`src/rtl/ctrl_pipe_pkg.sv`:
```
// rtl/ctrl_pipe_pkg.sv - widths, encodings and stage types for ctrl_pipe
// CTRL_PIPE_FWD_EN adds the rs fields the forwarding logic needs to the ID/EX stage.
package ctrl_pipe_pkg;

  localparam int EX_W  = 5;
  localparam int M_W   = 3;
  localparam int WB_W  = 3;
  localparam int REG_W = 5;
  localparam int MTR_W = 2;
  localparam int FWD_W = 2;

  localparam logic [MTR_W-1:0] MEM_TO_REG_ALU = 2'b00;
  localparam logic [MTR_W-1:0] MEM_TO_REG_IMM = 2'b01;
  localparam logic [MTR_W-1:0] MEM_TO_REG_PC4 = 2'b10;
  localparam logic [MTR_W-1:0] MEM_TO_REG_MEM = 2'b11;

  localparam logic [FWD_W-1:0] FWD_RF  = 2'b00;
  localparam logic [FWD_W-1:0] FWD_MEM = 2'b01;
  localparam logic [FWD_W-1:0] FWD_WB  = 2'b10;

  localparam int EX_ALU_SRC_B  = 4;
  localparam int M_BRANCH      = 2;
  localparam int M_B_TYPE      = 1;
  localparam int M_MEM_WRITE   = 0;
  localparam int WB_REG_WRITE  = 2;
  localparam int WB_MTR_HI     = 1;
  localparam int WB_MTR_LO     = 0;

  typedef struct packed {
    logic             valid;
    logic [EX_W-1:0]  ex;
    logic [M_W-1:0]   m;
    logic [WB_W-1:0]  wb;
    logic [REG_W-1:0] rd;
`ifdef CTRL_PIPE_FWD_EN
    logic [REG_W-1:0] rs1;
    logic [REG_W-1:0] rs2;
`endif
  } idex_t;

  // Later stages keep only the fields something downstream still reads.
  typedef struct packed {
    logic             valid;
    logic             mem_write;
    logic [WB_W-1:0]  wb;
    logic [REG_W-1:0] rd;
  } exmem_t;

  typedef struct packed {
    logic             valid;
    logic [WB_W-1:0]  wb;
    logic [REG_W-1:0] rd;
  } memwb_t;

  function automatic logic [MTR_W-1:0] mtr_of(input logic [WB_W-1:0] wb);
    return wb[WB_MTR_HI:WB_MTR_LO];
  endfunction

endpackage

```
`src/rtl/ctrl_pipe_if.sv`:
```
// rtl/ctrl_pipe_if.sv - decode-side inputs and pipeline control outputs of ctrl_pipe
// master drives the ID stage; slave is ctrl_pipe.
interface ctrl_pipe_if;
  import ctrl_pipe_pkg::*;

  logic             hold;
  logic             id_valid;
  logic [EX_W-1:0]  id_ex;
  logic [M_W-1:0]   id_m;
  logic [WB_W-1:0]  id_wb;
  logic [REG_W-1:0] id_rd;
  logic [REG_W-1:0] id_rs1;
  logic [REG_W-1:0] id_rs2;
  logic             ex_zero;

  logic [EX_W-1:0]  ex_ctrl;
  logic             ex_valid;
  logic             mem_write;
  logic [MTR_W-1:0] mem_to_reg_m;
  logic [REG_W-1:0] mem_rd;
  logic             wb_reg_write;
  logic [MTR_W-1:0] wb_mem_to_reg;
  logic [REG_W-1:0] wb_rd;
  logic             stall;
  logic             flush;
  logic [FWD_W-1:0] forward_a;
  logic [FWD_W-1:0] forward_b;

  modport master (
    output hold, id_valid, id_ex, id_m, id_wb, id_rd, id_rs1, id_rs2, ex_zero,
    input  ex_ctrl, ex_valid, mem_write, mem_to_reg_m, mem_rd,
           wb_reg_write, wb_mem_to_reg, wb_rd, stall, flush, forward_a, forward_b
  );

  modport slave (
    input  hold, id_valid, id_ex, id_m, id_wb, id_rd, id_rs1, id_rs2, ex_zero,
    output ex_ctrl, ex_valid, mem_write, mem_to_reg_m, mem_rd,
           wb_reg_write, wb_mem_to_reg, wb_rd, stall, flush, forward_a, forward_b
  );

endinterface

```
`src/rtl/ctrl_pipe_hazard_unit.sv`:
```
// rtl/ctrl_pipe_hazard_unit.sv - load-use/RAW stall and ALU operand forwarding selects
// CTRL_PIPE_FWD_EN selects forwarding; otherwise every RAW on EX/MEM producers stalls.
module hazard_unit
  import ctrl_pipe_pkg::*;
(
  input  logic             hold_i,
  input  logic             redirect_i,
  input  logic             id_valid_i,
  input  logic [REG_W-1:0] id_rs1_i,
  input  logic [REG_W-1:0] id_rs2_i,
  input  logic             ex_valid_i,
  input  logic [MTR_W-1:0] ex_mtr_i,
  input  logic [REG_W-1:0] ex_rd_i,
  input  logic             mem_valid_i,
  input  logic             mem_reg_write_i,
  input  logic [REG_W-1:0] mem_rd_i,
`ifdef CTRL_PIPE_FWD_EN
  input  logic [REG_W-1:0] ex_rs1_i,
  input  logic [REG_W-1:0] ex_rs2_i,
  input  logic             wb_valid_i,
  input  logic             wb_reg_write_i,
  input  logic [REG_W-1:0] wb_rd_i,
`else
  input  logic             ex_reg_write_i,
`endif
  output logic             stall_o,
  output logic [FWD_W-1:0] forward_a_o,
  output logic [FWD_W-1:0] forward_b_o
);

  logic id_reads_ex;
  logic load_use;

  assign id_reads_ex = (ex_rd_i != '0) & ((ex_rd_i == id_rs1_i) | (ex_rd_i == id_rs2_i));
  assign load_use    = ex_valid_i & (ex_mtr_i == MEM_TO_REG_MEM) & id_valid_i & id_reads_ex;

`ifdef CTRL_PIPE_FWD_EN
  function automatic logic [FWD_W-1:0] fwd_sel(
    input logic [REG_W-1:0] rs,
    input logic             m_hit_en,
    input logic [REG_W-1:0] m_rd,
    input logic             w_hit_en,
    input logic [REG_W-1:0] w_rd
  );
    if (m_hit_en && m_rd != '0 && m_rd == rs) return FWD_MEM;
    if (w_hit_en && w_rd != '0 && w_rd == rs) return FWD_WB;
    return FWD_RF;
  endfunction

  assign forward_a_o = fwd_sel(ex_rs1_i, mem_valid_i & mem_reg_write_i, mem_rd_i,
                               wb_valid_i & wb_reg_write_i, wb_rd_i);
  assign forward_b_o = fwd_sel(ex_rs2_i, mem_valid_i & mem_reg_write_i, mem_rd_i,
                               wb_valid_i & wb_reg_write_i, wb_rd_i);
  assign stall_o     = load_use & ~redirect_i & ~hold_i;
`else
  logic raw_ex;
  logic raw_mem;

  // Without forwarding the consumer waits until its producer reaches WB.
  assign raw_ex  = ex_valid_i & ex_reg_write_i & id_reads_ex;
  assign raw_mem = mem_valid_i & mem_reg_write_i & (mem_rd_i != '0) &
                   ((mem_rd_i == id_rs1_i) | (mem_rd_i == id_rs2_i));

  assign forward_a_o = FWD_RF;
  assign forward_b_o = FWD_RF;
  assign stall_o     = (load_use | (id_valid_i & (raw_ex | raw_mem))) & ~redirect_i & ~hold_i;
`endif

endmodule

```
`src/rtl/ctrl_pipe.sv`:
```
// rtl/ctrl_pipe.sv - ID/EX, EX/MEM, MEM/WB control registers, branch resolve, stall/flush
// CTRL_PIPE_FWD_EN enables operand forwarding in hazard_unit.
module ctrl_pipe
  import ctrl_pipe_pkg::*;
(
  input logic        clk,
  input logic        rstn,
  ctrl_pipe_if.slave bus
);

  idex_t  idex_q,  idex_d;
  exmem_t exmem_q, exmem_d;
  memwb_t memwb_q, memwb_d;

  logic taken;
  logic redirect;
  logic flush;
  logic stall;

  assign taken    = idex_q.m[M_BRANCH] & (idex_q.m[M_B_TYPE] ? bus.ex_zero : ~bus.ex_zero);
  assign redirect = idex_q.valid & (taken | (mtr_of(idex_q.wb) == MEM_TO_REG_PC4));
  assign flush    = redirect & ~bus.hold;

  always_comb begin
    idex_d  = idex_q;
    exmem_d = exmem_q;
    memwb_d = memwb_q;
    if (!bus.hold) begin
      exmem_d.valid     = idex_q.valid;
      exmem_d.mem_write = idex_q.m[M_MEM_WRITE];
      exmem_d.wb        = idex_q.wb;
      exmem_d.rd        = idex_q.rd;
      memwb_d.valid     = exmem_q.valid;
      memwb_d.wb        = exmem_q.wb;
      memwb_d.rd        = exmem_q.rd;
      if (flush || stall || !bus.id_valid) begin
        idex_d = '0;
      end else begin
        idex_d.valid = 1'b1;
        idex_d.ex    = bus.id_ex;
        idex_d.m     = bus.id_m;
        idex_d.wb    = bus.id_wb;
        idex_d.rd    = bus.id_rd;
`ifdef CTRL_PIPE_FWD_EN
        idex_d.rs1   = bus.id_rs1;
        idex_d.rs2   = bus.id_rs2;
`endif
      end
    end
  end

  always_ff @(posedge clk or negedge rstn) begin
    if (!rstn) begin
      idex_q  <= '0;
      exmem_q <= '0;
      memwb_q <= '0;
    end else begin
      idex_q  <= idex_d;
      exmem_q <= exmem_d;
      memwb_q <= memwb_d;
    end
  end

  hazard_unit u_hazard (
    .hold_i          (bus.hold),
    .redirect_i      (redirect),
    .id_valid_i      (bus.id_valid),
    .id_rs1_i        (bus.id_rs1),
    .id_rs2_i        (bus.id_rs2),
    .ex_valid_i      (idex_q.valid),
    .ex_mtr_i        (mtr_of(idex_q.wb)),
    .ex_rd_i         (idex_q.rd),
    .mem_valid_i     (exmem_q.valid),
    .mem_reg_write_i (exmem_q.wb[WB_REG_WRITE]),
    .mem_rd_i        (exmem_q.rd),
`ifdef CTRL_PIPE_FWD_EN
    .ex_rs1_i        (idex_q.rs1),
    .ex_rs2_i        (idex_q.rs2),
    .wb_valid_i      (memwb_q.valid),
    .wb_reg_write_i  (memwb_q.wb[WB_REG_WRITE]),
    .wb_rd_i         (memwb_q.rd),
`else
    .ex_reg_write_i  (idex_q.wb[WB_REG_WRITE]),
`endif
    .stall_o         (stall),
    .forward_a_o     (bus.forward_a),
    .forward_b_o     (bus.forward_b)
  );

  assign bus.stall         = stall;
  assign bus.flush         = flush;
  assign bus.ex_valid      = idex_q.valid;
  assign bus.ex_ctrl       = idex_q.valid ? idex_q.ex : '0;
  assign bus.mem_write     = exmem_q.valid & exmem_q.mem_write;
  assign bus.mem_to_reg_m  = exmem_q.valid ? mtr_of(exmem_q.wb) : '0;
  assign bus.mem_rd        = exmem_q.valid ? exmem_q.rd : '0;
  assign bus.wb_reg_write  = memwb_q.valid & memwb_q.wb[WB_REG_WRITE];
  assign bus.wb_mem_to_reg = memwb_q.valid ? mtr_of(memwb_q.wb) : '0;
  assign bus.wb_rd         = memwb_q.valid ? memwb_q.rd : '0;

endmodule

```
`src/flat_wrapper.sv`:
```
// flat-port wrapper written by rule: the top's interface ports become plain ports
module ctrl_pipe_flat import ctrl_pipe_pkg::*;
  (clk, rstn, bus_hold, bus_id_valid, bus_id_ex, bus_id_m, bus_id_wb, bus_id_rd, bus_id_rs1, bus_id_rs2, bus_ex_zero, bus_ex_ctrl, bus_ex_valid, bus_mem_write, bus_mem_to_reg_m, bus_mem_rd, bus_wb_reg_write, bus_wb_mem_to_reg, bus_wb_rd, bus_stall, bus_flush, bus_forward_a, bus_forward_b);
  ctrl_pipe_if bus_i ();
  input logic clk;
  input logic rstn;
  input wire logic [$bits(bus_i.hold)-1:0] bus_hold;
  input wire logic [$bits(bus_i.id_valid)-1:0] bus_id_valid;
  input wire logic [$bits(bus_i.id_ex)-1:0] bus_id_ex;
  input wire logic [$bits(bus_i.id_m)-1:0] bus_id_m;
  input wire logic [$bits(bus_i.id_wb)-1:0] bus_id_wb;
  input wire logic [$bits(bus_i.id_rd)-1:0] bus_id_rd;
  input wire logic [$bits(bus_i.id_rs1)-1:0] bus_id_rs1;
  input wire logic [$bits(bus_i.id_rs2)-1:0] bus_id_rs2;
  input wire logic [$bits(bus_i.ex_zero)-1:0] bus_ex_zero;
  output wire logic [$bits(bus_i.ex_ctrl)-1:0] bus_ex_ctrl;
  output wire logic [$bits(bus_i.ex_valid)-1:0] bus_ex_valid;
  output wire logic [$bits(bus_i.mem_write)-1:0] bus_mem_write;
  output wire logic [$bits(bus_i.mem_to_reg_m)-1:0] bus_mem_to_reg_m;
  output wire logic [$bits(bus_i.mem_rd)-1:0] bus_mem_rd;
  output wire logic [$bits(bus_i.wb_reg_write)-1:0] bus_wb_reg_write;
  output wire logic [$bits(bus_i.wb_mem_to_reg)-1:0] bus_wb_mem_to_reg;
  output wire logic [$bits(bus_i.wb_rd)-1:0] bus_wb_rd;
  output wire logic [$bits(bus_i.stall)-1:0] bus_stall;
  output wire logic [$bits(bus_i.flush)-1:0] bus_flush;
  output wire logic [$bits(bus_i.forward_a)-1:0] bus_forward_a;
  output wire logic [$bits(bus_i.forward_b)-1:0] bus_forward_b;
  assign bus_i.hold = bus_hold;
  assign bus_i.id_valid = bus_id_valid;
  assign bus_i.id_ex = bus_id_ex;
  assign bus_i.id_m = bus_id_m;
  assign bus_i.id_wb = bus_id_wb;
  assign bus_i.id_rd = bus_id_rd;
  assign bus_i.id_rs1 = bus_id_rs1;
  assign bus_i.id_rs2 = bus_id_rs2;
  assign bus_i.ex_zero = bus_ex_zero;
  assign bus_ex_ctrl = bus_i.ex_ctrl;
  assign bus_ex_valid = bus_i.ex_valid;
  assign bus_mem_write = bus_i.mem_write;
  assign bus_mem_to_reg_m = bus_i.mem_to_reg_m;
  assign bus_mem_rd = bus_i.mem_rd;
  assign bus_wb_reg_write = bus_i.wb_reg_write;
  assign bus_wb_mem_to_reg = bus_i.wb_mem_to_reg;
  assign bus_wb_rd = bus_i.wb_rd;
  assign bus_stall = bus_i.stall;
  assign bus_flush = bus_i.flush;
  assign bus_forward_a = bus_i.forward_a;
  assign bus_forward_b = bus_i.forward_b;
  ctrl_pipe u_core (.clk(clk), .rstn(rstn), .bus(bus_i));
endmodule
```
`config.mk`:
```
export PLATFORM = sky130hd
export DESIGN_NAME = ctrl_pipe_flat
export DESIGN_NICKNAME = d
export VERILOG_FILES = /design/src/rtl/ctrl_pipe_pkg.sv /design/src/rtl/ctrl_pipe_if.sv /design/src/rtl/ctrl_pipe_hazard_unit.sv /design/src/rtl/ctrl_pipe.sv /design/src/flat_wrapper.sv
export SDC_FILE = /design/constraint.sdc
export NUM_CORES = 1
export LEC_CHECK = 0
export BUFFER_PORTS_ARGS = -buffer_cell sky130_fd_sc_hd__buf_2
export CAP_MARGIN = 10
export CORE_MARGIN = 2
export CORE_UTILIZATION = 45
export CTS_BUF_LIST = sky130_fd_sc_hd__clkbuf_16
export CTS_CLUSTER_SIZE = 24
export DETAILED_ROUTE_END_ITERATION = 10
export PLACE_DENSITY = 0.72
export SLEW_MARGIN = 0
export SYNTH_ARGS = -nofsm -noshare
export SYNTH_HDL_FRONTEND = slang
export SYNTH_HIERARCHICAL = 1
export SYNTH_SLANG_ARGS = --single-unit
```
`constraint.sdc`:
```
create_clock -name clk -period 3 [get_ports clk]
set_clock_uncertainty 0.05 [all_clocks]
set_input_delay 0.6 -clock clk [delete_from_list [all_inputs] [get_ports clk]]
set_output_delay 0.6 -clock clk [all_outputs]
set_load 0.005 [all_outputs]
```
* Yosys cells after proc, flatten, opt, wreduce, memory -nomap -nowiden
Index checks and enable logic that the tools add are counted.
Word-level totals: register bits 36, bits of input ports 31, output and inout port bits 28
Operators by class: reduce and logical (&&, ||, !) cells 5, bitwise logic cells 25, muxes and demuxes 7, equality and inequality tests 6
Operators with widths (number):
- == test 5 bit | 4
- bitwise AND 1 bit | 17
- two-way mux 17 bit | 1
- two-way mux 5 bit | 3
- nonzero test 5 bit | 2
- OR 1 bit | 5
- == test 2 bit (second input constant) | 2
- two-way mux 2 bit | 2
- inverter 1 bit | 3
- logical OR 1 bit | 2
- zero test 1 bit | 1
- two-way mux 1 bit | 1

* Logic depth before layout (Yosys ltp)
Gate-level depths: netlist of the first run.
word-level depth 12, gate-level depth with buffers 11, gate-level depth less buffers 10

* Cells and area by module
Netlist of the first run, hierarchy kept.
Modules (own cells, without submodules):
- ctrl_pipe | instances 1, area an instance 1501.4 um2, cells each 109, sequential area each 900.9 um2
- hazard_unit | instances 1, area an instance 319.1 um2, cells each 46, sequential area each 0.0 um2

* Worst setup path after synthesis of the first run
Ideal clock, no wire load.
path kind input to register, from input bus_ex_zero, to register u_core/idex_q[0] (netlist name), setup slack 425 ps, library setup time 66 ps, stages on the path 11, data arrival time 2459 ps, buffers on the path 1, path through xnor2_1 -> a21oi_1 -> nor2b_1 -> nor2_1 -> nand4_1 -> a21oi_1 -> a22o_1 -> or3b_4 -> a211oi_4 -> buf_6 -> a22o_1
Between the ends: word-level cells in the longest chain between the ends 11, elaborated cells between the ends (all ways) 12
Ends and longest elaborated chain:
- start: declaration | line flat_wrapper.sv:15 | input wire logic [$bits(bus_i.ex_zero)-1:0] bus_ex_zero;
- inverter 1 bit | line ctrl_pipe.sv:20 | assign taken = idex_q.m[M_BRANCH] & (idex_q.m[M_B_TYPE] ? bus.ex_zero : ~bus.ex_zero);
- two-way mux 1 bit (*) | line ctrl_pipe.sv:20
- bitwise AND 1 bit (*) | line ctrl_pipe.sv:20
- OR 1 bit (*) | line ctrl_pipe.sv:21 | assign redirect = idex_q.valid & (taken | (mtr_of(idex_q.wb) == MEM_TO_REG_PC4));
- bitwise AND 1 bit (*) | line ctrl_pipe.sv:21
- named net u_core.redirect | line ctrl_pipe.sv:16 | logic redirect;
- inverter 1 bit (*) | line ctrl_pipe_hazard_unit.sv:66 | assign stall_o = (load_use | (id_valid_i & (raw_ex | raw_mem))) & ~redirect_i & ~hold_i;
- bitwise AND 1 bit (*) (2 in series) | line ctrl_pipe_hazard_unit.sv:66
- named net bus_stall | line flat_wrapper.sv:24 | output wire logic [$bits(bus_i.stall)-1:0] bus_stall;
- logical OR 1 bit (*) (2 in series) | line ctrl_pipe.sv:36 | if (flush || stall || !bus.id_valid) begin
- two-way mux 17 bit (*) | line ctrl_pipe.sv:36
- end signal: assignment | line ctrl_pipe.sv:58 | idex_q <= idex_d;
- end: declaration | line ctrl_pipe.sv:11 | idex_t idex_q, idex_d;
The timed path passes the listed nets; every way through them passes the cells marked *. A chain may end at the register's enable or synchronous reset.

* Final worst setup path of the first run
from input bus_ex_zero, to output bus_stall
Between the ends: word-level cells in the longest chain between the ends 8
Ends and longest elaborated chain (line):
- inverter 1 bit | ctrl_pipe.sv:20
- two-way mux 1 bit (*) | ctrl_pipe.sv:20
- bitwise AND 1 bit (*) | ctrl_pipe.sv:20
- OR 1 bit (*) | ctrl_pipe.sv:21
- bitwise AND 1 bit (*) | ctrl_pipe.sv:21
- named net u_core.redirect | ctrl_pipe.sv:16
- inverter 1 bit (*) | ctrl_pipe_hazard_unit.sv:66
- bitwise AND 1 bit (*) (2 in series) | ctrl_pipe_hazard_unit.sv:66
- end: declaration | flat_wrapper.sv:24
Marks and branches as above.

==> results of run 1 <==
worst max-delay path, delay by kind of cell:
kind | cells | cell delay, ns
AO/OA/AOI/OAI | 3 | 0.44
XOR/XNOR | 1 | 0.27
buffers and inverters | 2 | 0.24
AND/OR/NAND/NOR | 3 | 0.29
power breakdown:
part	internal [mW]	switching (mW)	total, mW
combinational	0.125	0.0872	0.212
clock	0.292	0.166	0.459
sequential	0.542	0.0610	0.603
total	0.959	0.314	1.27
logic make-up after synthesis:
kind of cell           synth area share
AO/OA/AOI/OAI                    0.1141
XOR/XNOR                         0.1010
other                          0.002060
AND/OR/NAND/NOR                  0.1443
flip-flops                       0.4948
multiplexers                     0.1113
buffers and inverters           0.03230
metrics by stage:
step	setup slack, ns	cell area (um2)	hold WS (ns)
after detailed placement	0.2865	2128	0.4363
after global placement	0.3295	2128	0.4303
final	0.5197	2253	0.3615
after CTS	0.5153	2253	0.3844
after global routing	0.4524	2253	0.4311
after floorplan	0.4248	1832	0.2544
final timing paths:
path                              startpoint                 to  slack, ns  cells after the start
setup / recovery                 bus_ex_zero          bus_stall       0.52                      9
hold / removal                          rstn  u_core/exmem_q[5]       0.36                      1
setup reg to reg            u_core/idex_q[9]   u_core/idex_q[9]       0.56                     11
hold reg to reg            u_core/memwb_q[1]  u_core/memwb_q[1]       0.45                      1
max in group asynchronous               rstn   u_core/idex_q[8]       2.04                      1
min in group clk           u_core/memwb_q[1]  u_core/memwb_q[1]       0.45                      1
flip-flops by register name, summed over array words and instances (netlist names):
| signal | flops |
|---|---|
| u_core/bus.ex_valid | 1 |
| u_core/idex_q | 16 |
| u_core/memwb_q | 9 |
| u_core/exmem_q | 10 |
layer usage:
layer / up-vias / share of wire / global-route usage
met1: 595 / 0.46 / 0.2315
met4: 0 / 0.010 / 0.07398
met5: - / 0 / 0
met3: 3 / 0.069 / 0.05000
li1: 641 / - / -
met2: 48 / 0.46 / 0.2623
layout make-up:
type | instances | area, um2
multi-input combinational | 113 | 872.1
fill | 330 | 1689
timing repair buffer | 57 | 292.8
sequential | 36 | 900.9
tap | 50 | 62.56
clock buffer | 5 | 125.1
synth_stat cells:
cell type	n	area, um2
a21o_1	1	7.510
a21oi_1	2	10.01
nand3_1	5	25.02
nor2_1	4	15.01
a21oi_2	1	8.760
clkbuf_1	1	3.750
buf_6	1	11.26
xnor2_1	21	183.9
or4_1	1	7.510
a211oi_4	1	20.02
buf_1	1	3.750
o22ai_1	2	12.51
mux2_2	18	202.7
nor2b_1	2	12.51
buf_2	2	10.01
dfrtp_1	36	900.9
and2_1	22	137.6
conb_1	1	3.750
a22o_1	17	148.9
nand4_1	1	6.260
or3b_4	1	11.26
nand2b_1	1	6.260
buf_4	4	30.03
and3b_1	1	8.760
nor3_1	2	10.01
nand2_1	6	22.52
==> metrics.txt, run 1 <==
syn avg cell area 11.75 um2; RSZ-0062 raised after global routing no; outcome finished, final reports clean; Post-Syn Area 1820 um2; clock sinks 36; crit path DAT 1.83 ns; vias in the first global route 1,267; Setup crit end kind primary output; drt pass-1 iters 4; # DRC 0; Vias/cell 4.931; final hold vios 0; post-DP HPWL 2618 um; Worst setup SP type primary input; fin util 0.5716; initial antenna violation count 0; IO Pins 59; detailed router's first-iteration violation count 33; Port Buf Inserts 54; first-pass GRT wire length 5809 um; WL final 3667 um; P&R area growth vs syn 23.78%; Slew HR 0.4725; delay of the slowest critical-path stage 0.27 ns; CP Class primary input to primary output; Yosys reg bits 36; Inst Count DP 256; Overflow after GRT 0; period utilization 0.8268; Pleak 1.125 nW; leading cell type in the layout, fill and taps excluded buf_2; Chip Width 67.61 um; Hold-fix buffers, CTS 0; CTS Buf Count 5; gr usage total 0.1733; Max-Cap Viols 0; Crit path required time 2.35 ns; VDD IR max 0.3416 mV; clock latency on the worst-skew pair 0.27 ns; fin nets 244; CTS Root Cell clkbuf_16; routed via count 1,287; CTS tree done; slowest cell on the critical path xnor2_1; clock buffer depth 2; Core ar. 3943 um2; crit-path cells buf_2 -> xnor2_1 -> a21oi_1 -> nor2b_1 -> nor2_1 -> nand4_1 -> a21oi_1 -> a22o_1 -> buf_2; most frequent cells in the layout 54 x buf_2, 36 x dfrtp_1, 22 x and2_1, 21 x xnor2_1, 18 x mux2_2; Power Dens Cells 565.0 nW/um2; Cells after Synth 155; fin. max-slew vios 0; Tot Pwr 1.273 mW; post-route insts no fill 261; Post-CTS Setup Inserts 0; actual slew at the worst max-slew pin 0.7912 ns; ant diodes 0; Die H 67.61 um; WL/cell 14.05 um; GP Congestion 0.7327; # resized after CTS 0; H-tree lvl count 2; Seq/Total Area, Yosys 0.4948; minimum clock period after layout 2.480 ns; Antenna Nets Post-Route 0; DIE AREA 4570 um2; Worst-path clk slew 0.05 ns; layout cells sized above 1 0.3934; Synth Warn # 6; setup_tns 0 ns; largest net degree at the start of global routing 37; final setup fails 0; initial core utilization 0.4618; crit path max fanout 2; Max Fclk 403.2 MHz; worst hold path type primary input to asynchronous set/reset pin; Yosys cell types 26; Row Count 23
Note: power is estimated with default switching activity, not from simulation.
==> run 2, diff against run 1 <==
Clock period 3 ns to 2.3 ns, I/O delays scaled along.
==> run 2 against run 1 <==
The flow now finishes with violations (setup timing); register-to-register slack got worse by 0.58 ns; combinational power grew 57%; critical path type is now register to primary output; wire length up 0.71%; sequential power rose by 28%; global-route usage increased by 0.80 points; sequential cell count did not move; count of clock-buffer cells in the layout is the same.
==> metrics.txt, run 2 (synthesis results as in run 1) <==
DIE AREA 4570 um2; routed via count 1,358; post-route insts no fill 274; layout cells sized above 1 0.4509; initial core utilization 0.4618; CTS tree done; largest reg by FF count u_core/idex_q; period utilization 1.030; WL/cell 13.48 um; # DRC 0; detailed router's first-iteration violation count 47; Power Dens Cells 717.6 nW/um2; Antenna Nets Post-Route 0; Die H 67.61 um; fin. max-slew vios 0; Slew HR 0.4783; Pleak 1.203 nW; Worst-path clk slew 0.05 ns; Max-Cap Viols 0; GP Congestion 0.7365; setup_tns -0.2233 ns; Setup WS post-layout -0.06894 ns; CP Class register to primary output; post-DP HPWL 2741 um; gr usage total 0.1814; failing checks setup timing; RSZ-0062 raised after global routing yes; Row Count 23; worst hold path type primary input to asynchronous set/reset pin; CTS Root Cell clkbuf_16; CTS Buf Count 5; outcome finished with violations; Worst setup SP type register; Core ar. 3943 um2; WHS 0.2164 ns; minimum clock period after layout 2.369 ns; largest net degree at the start of global routing 37; final hold vios 0; Inst Count DP 267; Post-CTS Setup Inserts 0; H-tree lvl count 2; initial antenna violation count 0; Chip Width 67.61 um; drt pass-1 iters 4; crit path DAT 1.86 ns; VDD IR max 0.3621 mV; WL final 3693 um; final setup fails 12; crit path max fanout 2; clock sinks 36; Max Fclk 422.1 MHz; leading cell type in the layout, fill and taps excluded buf_2; first-pass GRT wire length 6058 um; Largest regs u_core/idex_q: 16 flops, u_core/exmem_q: 10 flops, u_core/memwb_q: 9 flops; final-layout fill cell count 334; Setup crit end kind primary output; fin nets 255; clock latency on the worst-skew pair 0.28 ns; vias in the first global route 1,303; number of flip-flops in the largest register 16; Crit path required time 1.79 ns; clock buffer depth 2; FF-to-FF setup slack -0.02 ns; IO Pins 59; P&R area growth vs syn 31.75%; Overflow after GRT 0; CP Launch Point u_core/idex_q[9]; ant diodes 0; most frequent cells in the layout 53 x buf_2, 36 x dfrtp_1, 22 x and2_1, 20 x xnor2_1, 18 x mux2_2; Hold-fix buffers, CTS 0; actual slew at the worst max-slew pin 0.7826 ns; Vias/cell 4.956; FF-to-FF Start u_core/idex_q[1]; Port Buf Inserts 54
-- run 2: critical path, cell delays in order, from the launching register on --
cell and delay, ns:
dfrtp_1 0.40, xnor2_2 0.16, a21oi_2 0.15, nor2b_1 0.06, nor2_1 0.15, nand4_1 0.15
a21oi_2 0.13, a22o_1 0.18, buf_4 0.12, buf_6 0.08
-- run 2: metal layers --
layer	part of all wire	vias up	track usage
met5	0	-	0
met4	0.0095	0	0.05357
met3	0.077	5	0.05167
met2	0.45	53	0.2929
met1	0.46	630	0.2364
li1	-	670	-
-- run 2: final timing paths --
path	end	depth (start not counted)
max	bus_stall	9
min	u_core/memwb_q[8]	1
max reg2reg	u_core/idex_q[13]	8
min reg2reg	u_core/exmem_q[8]	1
max in group asynchronous	u_core/idex_q[12]	1
min in group clk	u_core/idex_q[6]	2
-- run 2: repair_timing --
item	CTS	global route
gates resized for setup	7	1
cloned	0	0
pin swaps	7	3
endpoints found under the setup margin	18	18
-- run 2: through the flow --
step           worst slack, ns  instance area (um2)  total power, mW    util
6_report              -0.06894                 2399            1.721  0.6084
3_3_place_gp           -0.1045                 2231            1.099  0.5659
3_5_place_dp           -0.1932                 2231            1.105  0.5659
2_1_floorplan         -0.09335                 1839           0.9640       -
4_1_cts               -0.07603                 2395            1.737  0.6074
5_1_grt                -0.2439                 2399            1.814  0.6084
-- run 2: layout make-up --
cell class              instances  area (um2)  area share
multi-input cells             113       903.4      0.3766
flip-flops and latches         36       900.9      0.3756
repair buffers                 68       397.9      0.1659
clock buffers                   5       125.1     0.05216
well taps                      50       62.56     0.02608
clock inverters                 2       8.758    0.003652
-- run 2: power by group --
part	total (mW)	internal, mW	switching, mW
Sequential	0.771	0.706	0.0644
Clock	0.617	0.388	0.229
Combinational	0.333	0.193	0.140
==> run 3, diff against run 2 <==
Settings changed: SKIP_CTS_REPAIR_TIMING set to 1.
==> run 3 against run 2 <==
The run still ends with setup timing left; non-clock buffer count did not move; utilization barely moved; count of clock-buffer cells in the layout did not move; worst hold slack improved by 0.0017 ns; design area barely moved; sequential power barely moved; largest cell class is now registers.
==> metrics.txt, run 3 (synthesis results as in run 1) <==
final-layout fill cell count 335; fin nets 255; largest reg by FF count u_core/idex_q; number of flip-flops in the largest register 16; leading cell type in the layout, fill and taps excluded buf_2; crit-path cells xnor2_2 -> a21oi_2 -> nor2b_1 -> nor2_1 -> nand4_1 -> a21oi_2 -> a22o_1 -> buf_6 -> buf_6; CTS Root Cell clkbuf_16; most frequent cells in the layout 53 x buf_2, 36 x dfrtp_1, 22 x and2_1, 20 x xnor2_1, 18 x mux2_2; WL/cell 13.45 um; minimum clock period after layout 2.358 ns; Placed Area 2231 um2; Power Dens Cells 716.6 nW/um2; initial antenna violation count 0; CTS tree done; Slew HR 0.4753; setup_tns -0.5738 ns; worst hold path type primary input to asynchronous set/reset pin; crit path max fanout 2; Antenna Nets Post-Route 0; clock latency on the worst-skew pair 0.28 ns; Pleak 1.202 nW; Worst-path clk slew 0.05 ns; Tot Pwr 1.718 mW; H-tree lvl count 2; drt pass-1 iters 4; initial core utilization 0.4618; routed via count 1,360; crit path DAT 1.85 ns; failing checks setup timing; Largest regs u_core/idex_q: 16 flops, u_core/exmem_q: 10 flops, u_core/memwb_q: 9 flops; P&R area growth vs syn 31.68%; largest net degree at the start of global routing 37; Chip Width 67.61 um; Crit path required time 1.79 ns; Overflow after GRT 0; CP Class register to primary output; GP Congestion 0.7365; DIE AREA 4570 um2; layout cells sized above 1 0.4509; Max-Cap Viols 0; ant diodes 0; fin. max-slew vios 0; final hold vios 0; post-route cell area 2397 um2; Port Buf Inserts 54; IO Pins 59; RSZ-0062 raised after global routing yes; vias in the first global route 1,288; Core ar. 3943 um2; outcome finished with violations; Max Fclk 424.1 MHz; actual slew at the worst max-slew pin 0.7871 ns; clock buffer depth 2; Vias/cell 4.964; # DRC 0; final setup fails 18; post-DP HPWL 2741 um; CTS Buf Count 5; first-pass GRT wire length 5989 um; period utilization 1.025; Setup WS post-layout -0.05787 ns; gr usage total 0.1792; Worst setup SP type register; slowest cell on the critical path dfrtp_1; WL final 3685 um; clock sinks 36; Row Count 23; Die H 67.61 um; Setup crit end kind primary output; Place WS -0.1932 ns; detailed router's first-iteration violation count 38; VDD IR max 0.3622 mV; delay of the slowest critical-path stage 0.41 ns
==> run 3: cell counts in the layout (fill, tap and decap cells not counted) <==
Identical to the previous run, type by type.
==> run 3: final timing paths <==
path	start	endpoint	slack [ns]	cells past startpoint
max	u_core/idex_q[9]	bus_stall	-0.06	9
min	rstn	u_core/memwb_q[8]	0.22	1
max reg2reg	u_core/idex_q[1]	u_core/idex_q[13]	-0.05	8
min reg2reg	u_core/exmem_q[8]	u_core/exmem_q[8]	0.44	1
max in group asynchronous	rstn	u_core/idex_q[12]	1.48	1
min in group clk	bus_id_wb[1]	u_core/idex_q[6]	0.34	2
==> run 3: stage by stage <==
stage,utilization,cells,hold slack [ns]
finish,0.6081,274,0.2181
detailed placement,0.5659,267,0.4351
global placement,0.5659,267,0.4320
CTS,0.5998,274,0.2395
floorplan,-,158,0.1144
global route,0.6081,274,0.2866
==> run 3: power breakdown <==
part	internal (mW)	leakage (nW)	switching [mW]	total (mW)
clock	0.388	0.0709	0.229	0.617
combinational	0.192	0.661	0.138	0.331
sequential	0.706	0.470	0.0638	0.770
total	1.29	1.20	0.431	1.72
==> run 3: metal layers <==
metal / global-route usage / wire length, um / up-vias
met2: 0.2904 / 1643 / 53
met1: 0.2321 / 1711 / 633
met3: 0.05167 / 295 / 5
li1: - / - / 669
met5: 0 / 0 / -
met4: 0.05357 / 35 / 0
==> run 3: cell type report <==
class	instances	area [um2]	area share
Sequential cell	36	900.9	0.3758
Multi-Input combinational cell	113	898.4	0.3747
Timing Repair Buffer	68	401.6	0.1675
Clock buffer	5	125.1	0.05219
Tap cell	50	62.56	0.02610
Clock inverter	2	8.758	0.003653
==> run 3: worst max-delay path, delay by kind of cell (launching register included) <==
family,cells,cell delay [ns]
AOI/OAI and AO/OA,3,0.49
DFF,1,0.41
and+or+nand+nor,3,0.33
xor gates and xnor gates,1,0.16
buffers and inverters,2,0.19
